File: config.mk
export PLATFORM = sky130hd
export DESIGN_NAME = serial_adder
export DESIGN_NICKNAME = d
export VERILOG_FILES = /design/src/rtl/serial_adder.sv
export SDC_FILE = /design/constraint.sdc
export NUM_CORES = 1
export LEC_CHECK = 0
export CELL_PAD_IN_SITES_DETAIL_PLACEMENT = 1
export CELL_PAD_IN_SITES_GLOBAL_PLACEMENT = 2
export CORE_ASPECT_RATIO = 0.7
export CORE_UTILIZATION = 31
export CTS_CLUSTER_SIZE = 12
export DETAILED_ROUTE_END_ITERATION = 10
export GPL_TIMING_DRIVEN = 0
export PLACE_DENSITY = 0.83
export SYNTH_ARGS = -nofsm -noshare
export SYNTH_HDL_FRONTEND = slang
export SYNTH_SLANG_ARGS = --single-unit
File: constraint.sdc
create_clock -name clk -period 1.9 [get_ports clk]
set_input_delay 0.19 -clock clk [delete_from_list [all_inputs] [get_ports clk]]
set_output_delay 0.19 -clock clk [all_outputs]
set_load 0.01 [all_outputs]
File: src/rtl/serial_adder.sv
// Bit-serial LSB-first adder: one full-adder cell plus a carry flop, iterated over WIDTH cycles.
// Optional SERIAL_ADDER_OVERFLOW_EN adds a registered two's-complement overflow flag (ovf).
module serial_adder #(
  parameter int unsigned WIDTH = 8
) (
  input  logic             clk,
  input  logic             rst,
  input  logic             start,
  input  logic [WIDTH-1:0] a,
  input  logic [WIDTH-1:0] b,
  input  logic             cin,
  output logic             busy,
  output logic             done,
  output logic [WIDTH-1:0] sum,
  output logic             cout
`ifdef SERIAL_ADDER_OVERFLOW_EN
  ,
  output logic             ovf
`endif
);

  localparam int unsigned CW = (WIDTH > 1) ? $clog2(WIDTH) : 1;
  localparam int unsigned AW = WIDTH - 1;

  localparam logic [1:0] S_IDLE  = 2'd0;
  localparam logic [1:0] S_SHIFT = 2'd1;
  localparam logic [1:0] S_DONE  = 2'd2;

  logic [1:0]       state, state_nxt;
  logic [WIDTH-1:0] a_sr, a_sr_nxt;
  logic [WIDTH-1:0] b_sr, b_sr_nxt;
  logic             carry, carry_nxt;
  logic [CW-1:0]    cnt, cnt_nxt;
  logic [AW-1:0]    acc, acc_nxt;
  logic             busy_nxt, done_nxt;
  logic [WIDTH-1:0] sum_nxt;
  logic             cout_nxt;
  logic             s_bit, maj;
`ifdef SERIAL_ADDER_OVERFLOW_EN
  logic             ovf_nxt;
`endif

  // Next-state, datapath and output decode
  always_comb begin
    state_nxt = state;
    a_sr_nxt  = a_sr;
    b_sr_nxt  = b_sr;
    carry_nxt = carry;
    cnt_nxt   = cnt;
    acc_nxt   = acc;
    busy_nxt  = 1'b0;
    done_nxt  = 1'b0;
    sum_nxt   = sum;
    cout_nxt  = cout;
`ifdef SERIAL_ADDER_OVERFLOW_EN
    ovf_nxt   = ovf;
`endif
    s_bit = a_sr[0] ^ b_sr[0] ^ carry;
    maj   = (a_sr[0] & b_sr[0]) | (a_sr[0] & carry) | (b_sr[0] & carry);

    case (state)
      S_IDLE: begin
        if (start) begin
          a_sr_nxt  = a;
          b_sr_nxt  = b;
          carry_nxt = cin;
          cnt_nxt   = '0;
          busy_nxt  = 1'b1;
          state_nxt = S_SHIFT;
        end
      end
      S_SHIFT: begin
        carry_nxt = maj;
        acc_nxt   = AW'({s_bit, acc} >> 1);
        a_sr_nxt  = a_sr >> 1;
        b_sr_nxt  = b_sr >> 1;
        cnt_nxt   = cnt + CW'(1);
        // The last bit lands directly in sum; acc only ever holds the lower WIDTH-1 bits
        if (cnt == CW'(WIDTH - 1)) begin
          sum_nxt   = {s_bit, acc};
          cout_nxt  = maj;
`ifdef SERIAL_ADDER_OVERFLOW_EN
          ovf_nxt   = carry ^ maj;
`endif
          done_nxt  = 1'b1;
          state_nxt = S_DONE;
        end else begin
          busy_nxt  = 1'b1;
        end
      end
      S_DONE:  state_nxt = S_IDLE;
      default: state_nxt = S_IDLE;
    endcase
  end

  // State and output registers
  always_ff @(posedge clk) begin
    if (rst) begin
      state <= S_IDLE;
      a_sr  <= '0;
      b_sr  <= '0;
      carry <= 1'b0;
      cnt   <= '0;
      acc   <= '0;
      busy  <= 1'b0;
      done  <= 1'b0;
      sum   <= '0;
      cout  <= 1'b0;
`ifdef SERIAL_ADDER_OVERFLOW_EN
      ovf   <= 1'b0;
`endif
    end else begin
      state <= state_nxt;
      a_sr  <= a_sr_nxt;
      b_sr  <= b_sr_nxt;
      carry <= carry_nxt;
      cnt   <= cnt_nxt;
      acc   <= acc_nxt;
      busy  <= busy_nxt;
      done  <= done_nxt;
      sum   <= sum_nxt;
      cout  <= cout_nxt;
`ifdef SERIAL_ADDER_OVERFLOW_EN
      ovf   <= ovf_nxt;
`endif
    end
  end

endmodule

* After elaboration in Yosys (flattened, before gate mapping) *
Index checks and enable logic that the tools add are counted.

storage, ports and cells
  bits in registers = 40
  word-level logic and storage cells = 44

cells by class
  add/sub/neg operators = 1
  equal/unequal tests = 4
  muxes and demuxes = 15
  bitwise operators = 8
  reduce and logical (&&, ||, !) cells = 6

operators with widths
  kind                                                 count
  case mux 8 bit (2 select lines)                      2
  2-to-1 mux 8 bit                                     2
  case mux 3 bit (2 select lines)                      1
  AND reduction 2 bit                                  3
  2-to-1 mux 1 bit                                     4
  2-to-1 mux 2 bit                                     2
  inequality test 2 bit, second input constant         2
  case mux 1 bit (2 select lines)                      2
  case mux 2 bit (2 select lines)                      1
  adder 3 x 1 -> 3 bit, second input constant          1
  bitwise AND 1 bit                                    3
  equality test 3 bit, second input constant           1
  2-to-1 mux 3 bit                                     1
  equality test 2 x 1 -> 1 bit, second input constant  1
  zero test 2 bit                                      1
  bitwise OR 1 bit                                     2
  nonzero test 2 bit                                   1
  OR reduction 2 bit                                   1
  XOR 1 bit                                            2
  inverter 1 bit                                       1

* Longest topological paths before layout *
Gate-level depths: netlist (run 1).

  word-level depth = 4
  depth in mapped cells = 7

* Worst setup path after synthesis (run 1) *
No wires, ideal clock.

  path kind = register to register
  from = register cnt[0]
  to = register sum[0]
  library setup time = 71 ps
  arrival time = 1294 ps
  data required time = 1829 ps
  slack = 535 ps
  stages on the path, launching flop included = 8
  path through = dfxtp_1 > ha_1 > ha_1 > buf_2 > nand3b_1 > buf_2 > nand2_1 > a21oi_1

on the way
  cells in the longest elaborated chain, start to end = 2

ends and longest elaborated chain
  what                           line  source
  start, declared                33    logic [CW-1:0] cnt, cnt_nxt;
  start signal, assigned         117   cnt <= cnt_nxt;
  equality test 3 bit            79    if (cnt == CW'(WIDTH - 1)) begin
  AND reduction 2 bit (no line)  n/a
  end signal, assigned           121   sum <= sum_nxt;
  end, declared                  14    output logic [WIDTH-1:0] sum,

No other way between the ends.
A chain may end at the register's enable or synchronous reset.

* Final worst setup path (run 1) *
Same ends and word-level chain as after synthesis.

==> results.md, run 1 <==
* Die Wd at 89.7 um
* Worst Tran Pin Value at 472 ps
* Die span in y at 63.4 um
* Final Hold Viols at 0
* Total grt overflow at 0
* Vias per Instance at 4.74
* CTS tree: built
* Post-synth EDFFs at 0
* CTS Buf Count at 5
* Number of core rows at 21
* Crit-path leading delay family: buffers and inverters
* Fill cells at 578
* Setup CP Type: flip-flop to flip-flop
* Syn Inst Count at 174
* Skew final at 4.71 ps
* Core area at 0.00497 sq mm
* Max Used Layer: met4
* Worst path buffer plus inverter count at 2
* Initial core utilization at 33.6%
* Seq/Total Area, Yosys at 48.0%
* RSZ-0062 raised after global routing: false
* Share of layout cells above drive strength 1 at 18.5%
* Post-synth top area share at 48.0%
* Worst vdd ir at 0.316 mV
* Die area at 0.00569 sq mm
* Status: finished, final reports clean
* Most common library cells after synthesis: dfxtp_1 (40), nand2_1 (23), a21oi_1 (18)
* WL final at 3.79 mm
* Ant. Diodes at 0
* Distinct cells, synth at 27
* Ys async rst share at 0%
* Met1 wire length at 1.80 mm
* Post-synth net total at 197
* Flop-to-flop setup slack at 340 ps
* Gr usage total at 14.6%
* Total power divided by cell area at 833 mW/mm^2
* Cell taking the most area after synthesis: dfxtp_1
* Synthesized area at 0.00167 sq mm
* Fmax achieved at 0.642 GHz
* Number of global-route vias before repair at 1350
* Initial antenna violation count at 0
* Post-synth top flop: dfxtp_1
* DR WL met3 at 127 um
* Area delta synth->final at 29.0%
* Post-CTS sizing at 0
* Static Leak at 0.785 nW
* Clk Latency, worst-skew pair at 280 ps
* Clock sinks at 40
* Synthesized area per cell at 9.59 sq um
* Port buffer count at 29
* Seq cells post-synth at 40
* Synth warn at 0
* Largest net degree at the start of global routing at 13
* DRC Markers at 0
* Worst setup SP type: flip-flop
* Hold Path End: sum[1]
* Tightest Hold Check Type: input port to flip-flop
* Worst Setup End Kind: flip-flop
* Post-CTS setup buffers at 0
* # Max-Cap Violations at 0
* Slowest-stage cell, CP: dfxtp_1
* CP required at 2110 ps
* Worst r2r src: cnt[0]
* Max transition margin at 68.5%
* CTS max path bufs at 2
* Post-DR wirelength/cell at 13.5 um
* Dpl hpwl at 2.94 mm
* Hold path cells at 2
* CP max stage delay at 340 ps
* Clock-pin slew on the worst setup and hold paths at 80 ps
* # setup viols final at 0
* Arr. time, crit path at 1770 ps
* Vias at 1327
* Post-route setup TNS at 0 ps
* IO Pins at 31
* Synth top area cells: dfxtp_1 (48%), o221a_1 (6.7%), a21oi_2 (6.3%)
* DRT antenna net count at 0
* Final Cycle Share at 82.0%
* Pins Over Slew Limit at 0
* Final core occ at 43.4%
* Hold bufs inserted after CTS at 0
* CTS root buf: clkbuf_8
* First-pass GRT wire length at 6.47 mm
* RD Place Congestion at 0.737
* Top-count cell post-synth: dfxtp_1
* Crit Path Max Fanout at 10
* Minimum clock period at 1560 ps
* Hold Startpoint: rst
* Initial DRC count at 38
* Met2 WL at 1.83 mm
* Critical path, cell by cell: ha_1, ha_1, buf_2, nand3b_1, buf_2, nand2_1, a21oi_1
* Cell count of the worst reg-to-reg path at 7
* Drt first pass iters at 4
* CTS H-Tree Depth at 2
* Final net count at 233
* Reg-to-Reg End: sum[0]
[final cells by class]
class / instances / area (sq um) / area share, %
multi-input combinational: 104 / 692 / 32.1
clock buffer: 6 / 72.6 / 3.37
timing repair buffer: 29 / 290 / 13.5
buffer: 14 / 116 / 5.40
tap: 69 / 86.3 / 4.01
clock inverter: 2 / 35.0 / 1.63
sequential: 40 / 801 / 37.2
inverter: 16 / 60.1 / 2.79
[worst max path at each step]
stage	depth (start not counted)	from	end	slack (ps)
after floorplan	7	cnt[0]	sum[0]	540
after detailed placement	5	start	carry	240
after global placement	5	start	a_sr[3]	320
after CTS	7	cnt[0]	sum[0]	320
after global routing	7	cnt[0]	sum[7]	220
final	7	cnt[0]	sum[0]	340
[through the flow]
step           instances  hold slack (ps)  instance area [sq um]  total power, mW  setup slack (ps)
4_1_cts              280              253                   2150             1.82               321
6_report             280              253                   2150             1.79               342
3_3_place_gp         272              443                   2050             1.13               324
3_5_place_dp         272              448                   2050             1.15               242
2_1_floorplan        174              338                   1670             1.06               535
5_1_grt              280              274                   2150             1.88               224
[placed cells by master (no fill, tap or decap)]
| cell type | n |
|---|---|
| o221a_2 | 5 |
| nor3_1 | 2 |
| nand3b_1 | 1 |
| clkinv_2 | 1 |
| buf_4 | 2 |
| nor3b_1 | 1 |
| a211oi_1 | 1 |
| buf_8 | 1 |
| o221a_1 | 10 |
| nand3_1 | 8 |
| a22oi_1 | 4 |
| nor2b_4 | 1 |
| clkbuf_1 | 3 |
| buf_12 | 1 |
| a21oi_2 | 12 |
| bufinv_16 | 1 |
| a21oi_1 | 18 |
| nor2_1 | 9 |
| clkdlybuf4s50_1 | 29 |
| inv_1 | 16 |
| buf_6 | 3 |
| clkbuf_8 | 5 |
| fa_1 | 1 |
| nor2_2 | 2 |
| mux2i_1 | 2 |
| o21bai_1 | 1 |
| nand2_1 | 23 |
| dfxtp_1 | 40 |
| buf_2 | 5 |
| nand2b_1 | 1 |
| ha_1 | 2 |
[flip-flops by register name (all words and copies together) (netlist names)]
register	cells
a_sr	8
b_sr	8
sum	8
acc	7
cnt	3
state	2
busy	1
carry	1
cout	1
done	1
[power by group]
part           total (mW)  internal [mW]  switching [mW]  leakage, nW
combinational       0.221          0.115           0.107        0.402
sequential          0.902          0.878          0.0240        0.327
clock               0.671          0.390           0.281       0.0552
total                1.79           1.38           0.412        0.785
[logic make-up (layout without fill, tap and decap cells)]
group	Yosys count	in the layout	synth area share, %
buf+inv	30	67	10.6
flops	40	40	48.0
fa+ha+maj	3	3	2.70
compound gates	51	51	24.5
simple gates	48	48	13.0
mux	2	2	1.20
[per-layer routing]
layer  GRT usage (%)  vias up
met3            3.50        5
met2            24.9       21
met5               0        -
li1                -      668
met1            18.2      633
met4            4.92        0
Power figures use the tool's default switching activity.
==> run 2: changes to the inputs <==
==> constraint.sdc (replaced) <==
create_clock -name clk -period 1.45 [get_ports clk]
set_input_delay 0.145 -clock clk [delete_from_list [all_inputs] [get_ports clk]]
set_output_delay 0.145 -clock clk [all_outputs]
set_load 0.01 [all_outputs]
==> run 2 against run 1 <==
Net effect:
- clock-buffer cell count unchanged
- cell area up 2.8%
- register-to-register slack worse by 260 ps
- highest routed layer unchanged
- clock skew about the same
- largest cell class unchanged
- critical endpoint is now sum[6]
- sequential power up 31%
- combinational power up 36%
==> results.md, run 2 (synthesis results as in run 1) <==
* CTS tree: built
* Final Cycle Share at 94.6%
* Largest regs: a_sr: 8 flops, b_sr: 8 flops, sum: 8 flops
* WL final at 3.95 mm
* Drt first pass iters at 4
* Commonest non-fill, non-tap cell in the layout: dfxtp_1
* Static Leak at 0.809 nW
* Dpl hpwl at 2.94 mm
* CTS max path bufs at 2
* Minimum clock period at 1370 ps
* Number of core rows at 21
* Hold path cells at 2
* Clock-pin slew on the worst setup and hold paths at 80 ps
* Status: finished, final reports clean
* Final core occ at 44.6%
* CP max stage delay at 330 ps
* Skew final at 4.36 ps
* Total power divided by cell area at 1070 mW/mm^2
* CTS root buf: clkbuf_8
* Worst path buffer plus inverter count at 2
* RD Place Congestion at 0.737
* Initial DRC count at 30
* Final net count at 237
* Core area at 0.00497 sq mm
* Area of the multi-input gates at 704 sq um
* DRC Markers at 0
* Crit-path leading delay family: adder cells
* Worst Setup End Kind: flip-flop
* Worst Tran Pin Value at 521 ps
* Tightest Hold Check Type: input port to flip-flop
* Cell count of the worst reg-to-reg path at 7
* Share of layout cells above drive strength 1 at 22.3%
* Final Hold Viols at 0
* Slowest-stage cell, CP: dfxtp_2
* CP required at 1670 ps
* # setup viols final at 0
* Critical path, cell by cell: ha_1, ha_2, buf_6, nand3b_1, buf_6, nand2_1, a21oi_1
* Worst vdd ir at 0.415 mV
* CP dominant cell by count: buf_6
* Fmax achieved at 0.729 GHz
* Vias per Instance at 4.73
* Reg-to-Reg End: sum[6]
* Number of global-route vias before repair at 1374
* First-pass GRT wire length at 6.63 mm
* # Max-Cap Violations at 0
* Commonest non-fill, non-tap cells in the layout: dfxtp_1 (39), clkdlybuf4s50_1 (29), nand2_1 (22), inv_1 (16), a21oi_1 (16)
* Die area at 0.00569 sq mm
* Ant. Diodes at 0
* CTS Buf Count at 5
* CTS H-Tree Depth at 2
* Die Wd at 89.7 um
* Die span in y at 63.4 um
* Vias at 1344
* Post-route setup TNS at 0 ps
* Initial core utilization at 33.6%
* Pins Over Slew Limit at 0
* DRT antenna net count at 0
* Initial antenna violation count at 0
* Post-DR wirelength/cell at 13.9 um
* Crit Path Max Fanout at 5
* Seq. cell area at 802 sq um
* Fill cells at 577
* Clock sinks at 40
* Area delta synth->final at 32.6%
* Clk Latency, worst-skew pair at 290 ps
* Worst r2r src: cnt[0]
* Arr. time, crit path at 1590 ps
* Hold bufs inserted after CTS at 0
* Largest net degree at the start of global routing at 13
* Hold Startpoint: rst
* Setup CP Type: flip-flop to flip-flop
* Flop-to-flop setup slack at 80 ps
* Total design power at 2.36 mW
* Port buffer count at 29
* Worst setup SP type: flip-flop
* IO Pins at 31
* Gr usage total at 15.1%
* RSZ-0062 raised after global routing: false
* Total grt overflow at 0
* Max transition margin at 65.3%
* Hold Path End: sum[1]
run 2: per-stage QoR:
step / hold WS, ps / instance area, sq um / setup WS [ps] / std cells
2_1_floorplan: 293 / 1670 / 85.1 / 174
3_3_place_gp: 443 / 2050 / -98.9 / 272
3_5_place_dp: 448 / 2050 / -163 / 272
4_1_cts: 208 / 2190 / 6.38 / 282
5_1_grt: 229 / 2210 / 6.13 / 284
6_report: 208 / 2210 / 77.6 / 284
run 2: how the worst max path moves through the flow:
stage	start	end	slack (ps)	cells past startpoint
4_1_cts	cnt[0]	sum[0]	6	7
6_report	cnt[0]	sum[6]	80	7
3_3_place_gp	cnt[0]	sum[7]	-100	7
5_1_grt	cnt[0]	sum[2]	6	7
2_1_floorplan	cnt[0]	sum[0]	90	7
3_5_place_dp	start	carry	-160	5
run 2: worst reg2reg max path: stages, from the launching register on:
cell and delay (ps):
dfxtp_2 330, ha_1 190, ha_2 170, buf_6 110, nand3b_1 170, buf_6 160
nand2_1 50, a21oi_1 130
run 2: layout make-up:
| cell class | instances | area share (%) |
|---|---|---|
| flip-flops and latches | 40 | 36.2 |
| repair buffers | 33 | 14.6 |
| multi-input cells | 104 | 31.8 |
| well taps | 69 | 3.90 |
| inverters | 16 | 2.71 |
| plain buffers | 14 | 5.82 |
| clock inverters | 2 | 1.58 |
| clock buffers | 6 | 3.28 |
run 2: metal layers:
layer | share of wire [%] | wire [um] | up-vias | track usage (%)
met2 | 48 | 1900 | 22 | 26.0
li1 | - | - | 677 | -
met5 | 0 | 0 | - | 0
met1 | 48 | 1890 | 640 | 18.7
met3 | 3.2 | 125 | 5 | 3.50
met4 | 1.0 | 40 | 0 | 4.92
run 2: power breakdown:
group,switching [mW],total (mW),internal [mW]
sequential,0.0304,1.18,1.15
clock,0.371,0.882,0.511
combinational,0.145,0.301,0.156
total,0.546,2.36,1.82
run 2: repair_timing:
action	4_1_cts	5_1_grt
endpoints found under the setup margin	10	9
pin swaps	3	5
gates cloned	1	0
buffers inserted	1	2
gates resized for setup	7	4
==> RTL change 1, RTL diff (flow settings as in run 1) <==
Reset style: asynchronous (`rst`), changed in one clocked block.
--- a/src/rtl/serial_adder.sv
+++ b/src/rtl/serial_adder.sv
@@ -96,3 +96,3 @@
   // State and output registers
-  always_ff @(posedge clk) begin
+  always_ff @(posedge clk or posedge rst) begin
     if (rst) begin
Formal check against the unedited RTL: differs if rst is asserted again (counterexample within 4 cycles, from zero or initial values and one cycle with rst high); with rst held inactive, the same outputs for 10 cycles.
==> RTL change 1 against run 1 <==
Sequential cell count is the same; global-route usage shrank 0.20 points; clock skew grew 0.0030 ns; critical path depth shrank 2; cell area grew 13%; worst hold slack gained 0.13 ns; synthesized area grew 17%; synthesized cell count shrank 19%; wire length grew 10%; maximum frequency shrank 7.0%; setup slack lost 0.12 ns; critical endpoint is now sum[7].
Power is not compared: it rests on default switching activity, and its combinational part moved more than twofold at a synthesized area within 25%.
==> RTL change 1: results (changes against run 1) <==
* CP arrival at 1.86 ns (+0.09 ns)
* Fraction of layout cells with a size suffix above 1 at 31.84% (+13 points)
* Clk_skew at 0.007754 ns (+0.003046 ns)
* Drt wl/cell at 16.48 microns (+22%)
* First-pass GRT wire length at 7134 microns (+10%)
* Top cells by count, synth: 40 x dfrtp_1, 18 x inv_1, 15 x a221oi_2, 11 x mux2_2, 10 x nor4b_2
* Reg-to-reg critical path startpoint: cnt[0]
* Worst R2R Setup Slack at 0.22 ns (-0.12 ns)
* IR drop worst, VDD at 0.0004308 V
* Initial DRC Count at 32 (-16%)
* H-tree Lvls at 2 (unchanged)
* Seq/Total Area, Yosys at 51.31% (+3.3 points)
* RePlAce Congestion at 0.6695 (-9.1%)
* Status: finished, final reports clean
* Slew Limit Fails at 0 (unchanged)
* Delay-heaviest family, CP: flip-flops
* Total number of vias at 1242 (-6.4%)
* Vias in the first global route at 1395 (+3.3%)
* HPWL Detailed at 3020 microns (+2.8%)
* Max FO, Critical Path at 10 (unchanged)
* Final WL at 4186 microns (+10%)
* Crit path largest cell delay at 0.40 ns (+0.06 ns)
* Area after DPL at 2345 sq um (+15%)
* P_leak at 1.018 nW
* Pin count of the biggest net entering global routing at 41 (+28)
* Total CTS buffers at 5 (unchanged)
* CP max stage cell: dfrtp_1
* Net count, final at 201 (-14%)
* Syn. warnings at 0 (unchanged)
* Largest regs: a_sr x8, b_sr x8, sum x8
* CTS root buf: clkbuf_8
* Primary FF master, synth: dfrtp_1
* Cells after Synth at 141 (-19%)
* Slew margin rel. at 44.73% (-24 points)
* Clk buf depth at 2 (unchanged)
* PostCTS Resize Cnt at 0 (unchanged)
* Hold Path Class: in2async
* Setup Fix Bufs, Post-CTS at 0 (unchanged)
* Largest cells by area after synthesis: dfrtp_1 51%, a221oi_2 12%, nor4b_2 7.7%
* Synth cell types at 22 (-19%)
* Placed Instances at 246 (-9.6%)
* Ys async rst share at 100.0% (+100 points)
* Cts hold-fix bufs at 0 (unchanged)
* Global Route Usage Sum at 14.42% (-0.20 points)
* Buffers on Ports at 30 (+3.4%)
* FILL cells at 616 (+6.6%)
* Worst R2R Path Depth at 5 (-2)
* Net Count, Synth at 164 (-17%)
* Reg-to-Reg End: sum[7]
* Skew-Pair Late Insertion Delay at 0.30 ns (+0.02 ns)
RTL change 1: cells by family (layout without fill, tap and decap cells):
family,count (synthesis),after routing,share of synthesized area (%)
and+or+nand+nor,29,29,13.73
buffers and inverters,30,68,7.825
AOI/OAI and AO/OA,22,22,14.82
muxes,17,17,10.01
DFF,40,40,51.31
adders and majority gates,3,3,2.309
RTL change 1: power by group:
part           total [mW]  internal (mW)  switching (mW)
registers            1.48           1.26           0.219
clock network       0.581          0.296           0.285
logic                1.76          0.940           0.818
total                3.81           2.49            1.32
RTL change 1: final cells by class:
cell class / count / area [sq um] / share of cell area (%)
Sequential cell: 40 / 1001 / 41.11
Multi-Input combinational cell: 71 / 797.0 / 32.73
Timing Repair Buffer: 30 / 300.3 / 12.33
Tap cell: 75 / 93.84 / 3.854
Clock buffer: 8 / 90.09 / 3.700
Buffer: 12 / 85.08 / 3.494
Inverter: 18 / 67.56 / 2.775
RTL change 1: how the worst max path moves through the flow:
stage | from | to | slack [ns]
after floorplan | cnt[0] | cout | 0.41
after global placement | rst | b_sr[5] | -0.03
after detailed placement | start | carry | 0.11
after CTS | cnt[0] | sum[5] | 0.20
after global routing | cnt[0] | sum[5] | 0.13
final | cnt[0] | sum[7] | 0.22
RTL change 1: layer usage:
metal  up-vias  part of all wire [%]  GRT usage, %  wire length (microns)
li1        579                     -             -                      -
met1       633                    46         17.10                   1906
met2        23                    49         24.74                   2053
met3         7                   3.8         4.903                    158
met4         0                   1.6         5.597                     67
met5         -                     0             0                      0
RTL change 1: stage by stage:
stage               hold WS (ns)  power [mW]  setup WS [ns]
detailed placement        0.4847       3.284         0.1064
CTS                       0.4152       3.880         0.1964
global route              0.4751       4.099         0.1262
floorplan                 0.3225       2.703         0.4054
finish                    0.3815       3.814         0.2244
global placement          0.4698       3.160       -0.03256
==> RTL change 2, RTL diff (config.mk and constraints of run 1) <==
Made on the original files. The parameter `WIDTH` goes from 8 to 16.
--- a/src/rtl/serial_adder.sv
+++ b/src/rtl/serial_adder.sv
@@ -3,3 +3,3 @@
 module serial_adder #(
-  parameter int unsigned WIDTH = 8
+  parameter int unsigned WIDTH = 16
 ) (
Interface: changed (resized a, b and sum); port bits go from 31 to 55. The function was not compared with the original's and may differ.
==> RTL change 2 against run 1 <==
Clock power rose to 2.5 times the old value; wire length rose by 110%; critical endpoint is now sum[8]; setup slack got worse by 0.077 ns; clock skew increased by 0.0024 ns; power increased by 110%; sequential cell count increased by 33; cell area up 85%; highest routed layer unchanged; worst hold slack better by 0.16 ns; sequential share of layout area fell by 0.55 points; synthesized area grew 80%; largest power group is now the clock network.
==> RTL change 2: results (changes against run 1) <==
* Vias in the first global route at 2676 (+98%)
* Syn. warnings at 0 (unchanged)
* Net Count, Synth at 363 (+84%)
* FILL cells at 1078 (+87%)
* Buffers on Ports at 54 (+86%)
* Worst R2R Path Depth at 5 (-2)
* Hold Startpoint: b[7]
* Largest regs: a_sr x16, b_sr x16, sum x16
* CTS root buf: clkbuf_16
* RePlAce Congestion at 0.7156 (-2.8%)
* Drt wl/cell at 15.22 microns (+12%)
* Met1 Usage GRT at 22.95% (+4.7 points)
* GRT met2 Usage at 26.38% (+1.5 points)
* CP arrival at 1.91 ns (+0.14 ns)
* Clk_skew at 0.007119 ns (+0.002411 ns)
* Pin count of the biggest net entering global routing at 14 (+1)
* First-pass GRT wire length at 13360 microns (+110%)
* Clock transition at path regs at 0.06 ns (-0.02 ns)
* Detailed-route vias per instance at 4.857 (+2.5%)
* Skew-Pair Late Insertion Delay at 0.33 ns (+0.05 ns)
* Total CTS buffers at 9 (+4)
* Synth cell types at 34 (+26%)
* Global Route Usage Sum at 16.87% (+2.3 points)
* Cell Count, Final, Fillers Out at 519 (+85%)
* M3 GR Usage at 4.552% (+1.0 points)
* IR drop worst, VDD at 0.0004148 V (+31%)
* Status: finished, final reports clean
* Hold depth at 3 (+1)
* Initial DRC Count at 126 (+230%)
* Placed Instances at 503 (+85%)
* P_leak at 1.503 nW (+92%)
* Syn_area_per_cell at 9.228 sq um (-3.8%)
* Net count, final at 428 (+84%)
* Hold endpoint: b_sr[7]
* Slew margin rel. at 67.96% (-0.58 points)
* Largest cells by area after synthesis: dfxtp_1 49%, nand2_1 8.3%, a21oi_1 8.0%
* Fraction of layout cells with a size suffix above 1 at 17.97% (-0.51 points)
* Reg-to-Reg End: sum[8]
* HPWL Detailed at 5644 microns (+92%)
* Seq/Total Area, Yosys at 48.73% (+0.75 points)
* H-tree Lvls at 3 (+1)
* Worst R2R Setup Slack at 0.26 ns (-0.08 ns)
* Top cells by count, synth: 73 x dfxtp_1, 66 x nand2_1, 48 x a21oi_1, 33 x nor2_1, 20 x a211oi_1
RTL change 2: cell count changes after synthesis, sizes merged, moves of 3 or more:
cell,run 1,this run
nand3,8,3
buf,12,25
dfxtp,40,73
inv,16,1
a22o,0,16
a211oi,1,31
nor2,11,33
a22oi,4,1
a21oi,30,49
nor2b,1,4
o221a,15,0
nand2,23,66
RTL change 2: where the power goes:
group,internal (mW),leakage (nW),switching [mW]
Sequential,1.60,0.597,0.0399
Combinational,0.195,0.764,0.219
Clock,1.01,0.142,0.670
RTL change 2: cell families (layout without fill, tap and decap cells):
group                    Yosys count  count (layout)  share of synthesized area [%]
buffers and inverters             28              98                          7.092
adder cells (fa/ha/maj)            2               2                          1.085
AO/OA/AOI/OAI                    105             105                          25.91
flip-flops                        73              73                          48.73
AND/OR/NAND/NOR                  117             117                          17.19
RTL change 2: worst max path at each step:
stage	end	slack, ns	depth (start not counted)	startpoint
global route	sum[15]	0.11	5	cnt[0]
finish	sum[8]	0.26	5	cnt[0]
global placement	cnt[1]	0.11	4	rst
CTS	sum[8]	0.26	5	cnt[0]
detailed placement	cnt[1]	0.06	4	rst
floorplan	cout	0.54	5	cnt[0]
RTL change 2: area by class of cell:
cell class | count | share of cell area (%)
Tap cell | 124 | 3.890
Inverter | 1 | 0.09410
Buffer | 27 | 5.238
Timing Repair Buffer | 54 | 13.55
Multi-Input combinational cell | 224 | 33.22
Clock inverter | 7 | 1.725
Sequential cell | 73 | 36.64
Clock buffer | 9 | 5.646
RTL change 2: critical path: stages (launching register included):
cell and delay, ns:
dfxtp_1 0.39, ha_1 0.27, nand4_2 0.18, nor3_4 0.39
buf_6 0.21, a22o_1 0.15
RTL change 2: stage by stage:
stage / cell area [sq um] / setup slack, ns / hold WS [ns]
2_1_floorplan: 2999 / 0.5417 / 0.3310
3_3_place_gp: 3695 / 0.1093 / 0.4473
3_5_place_dp: 3695 / 0.05817 / 0.4553
4_1_cts: 3989 / 0.2649 / 0.4098
5_1_grt: 3989 / 0.1084 / 0.4209
6_report: 3989 / 0.2646 / 0.4154
RTL change 2: routing by layer:
| metal | wire (microns) | vias to the layer above |
|---|---|---|
| met5 | 0 | - |
| met4 | 68 | 0 |
| met3 | 252 | 6 |
| met2 | 3499 | 38 |
| met1 | 4080 | 1208 |
| li1 | - | 1269 |
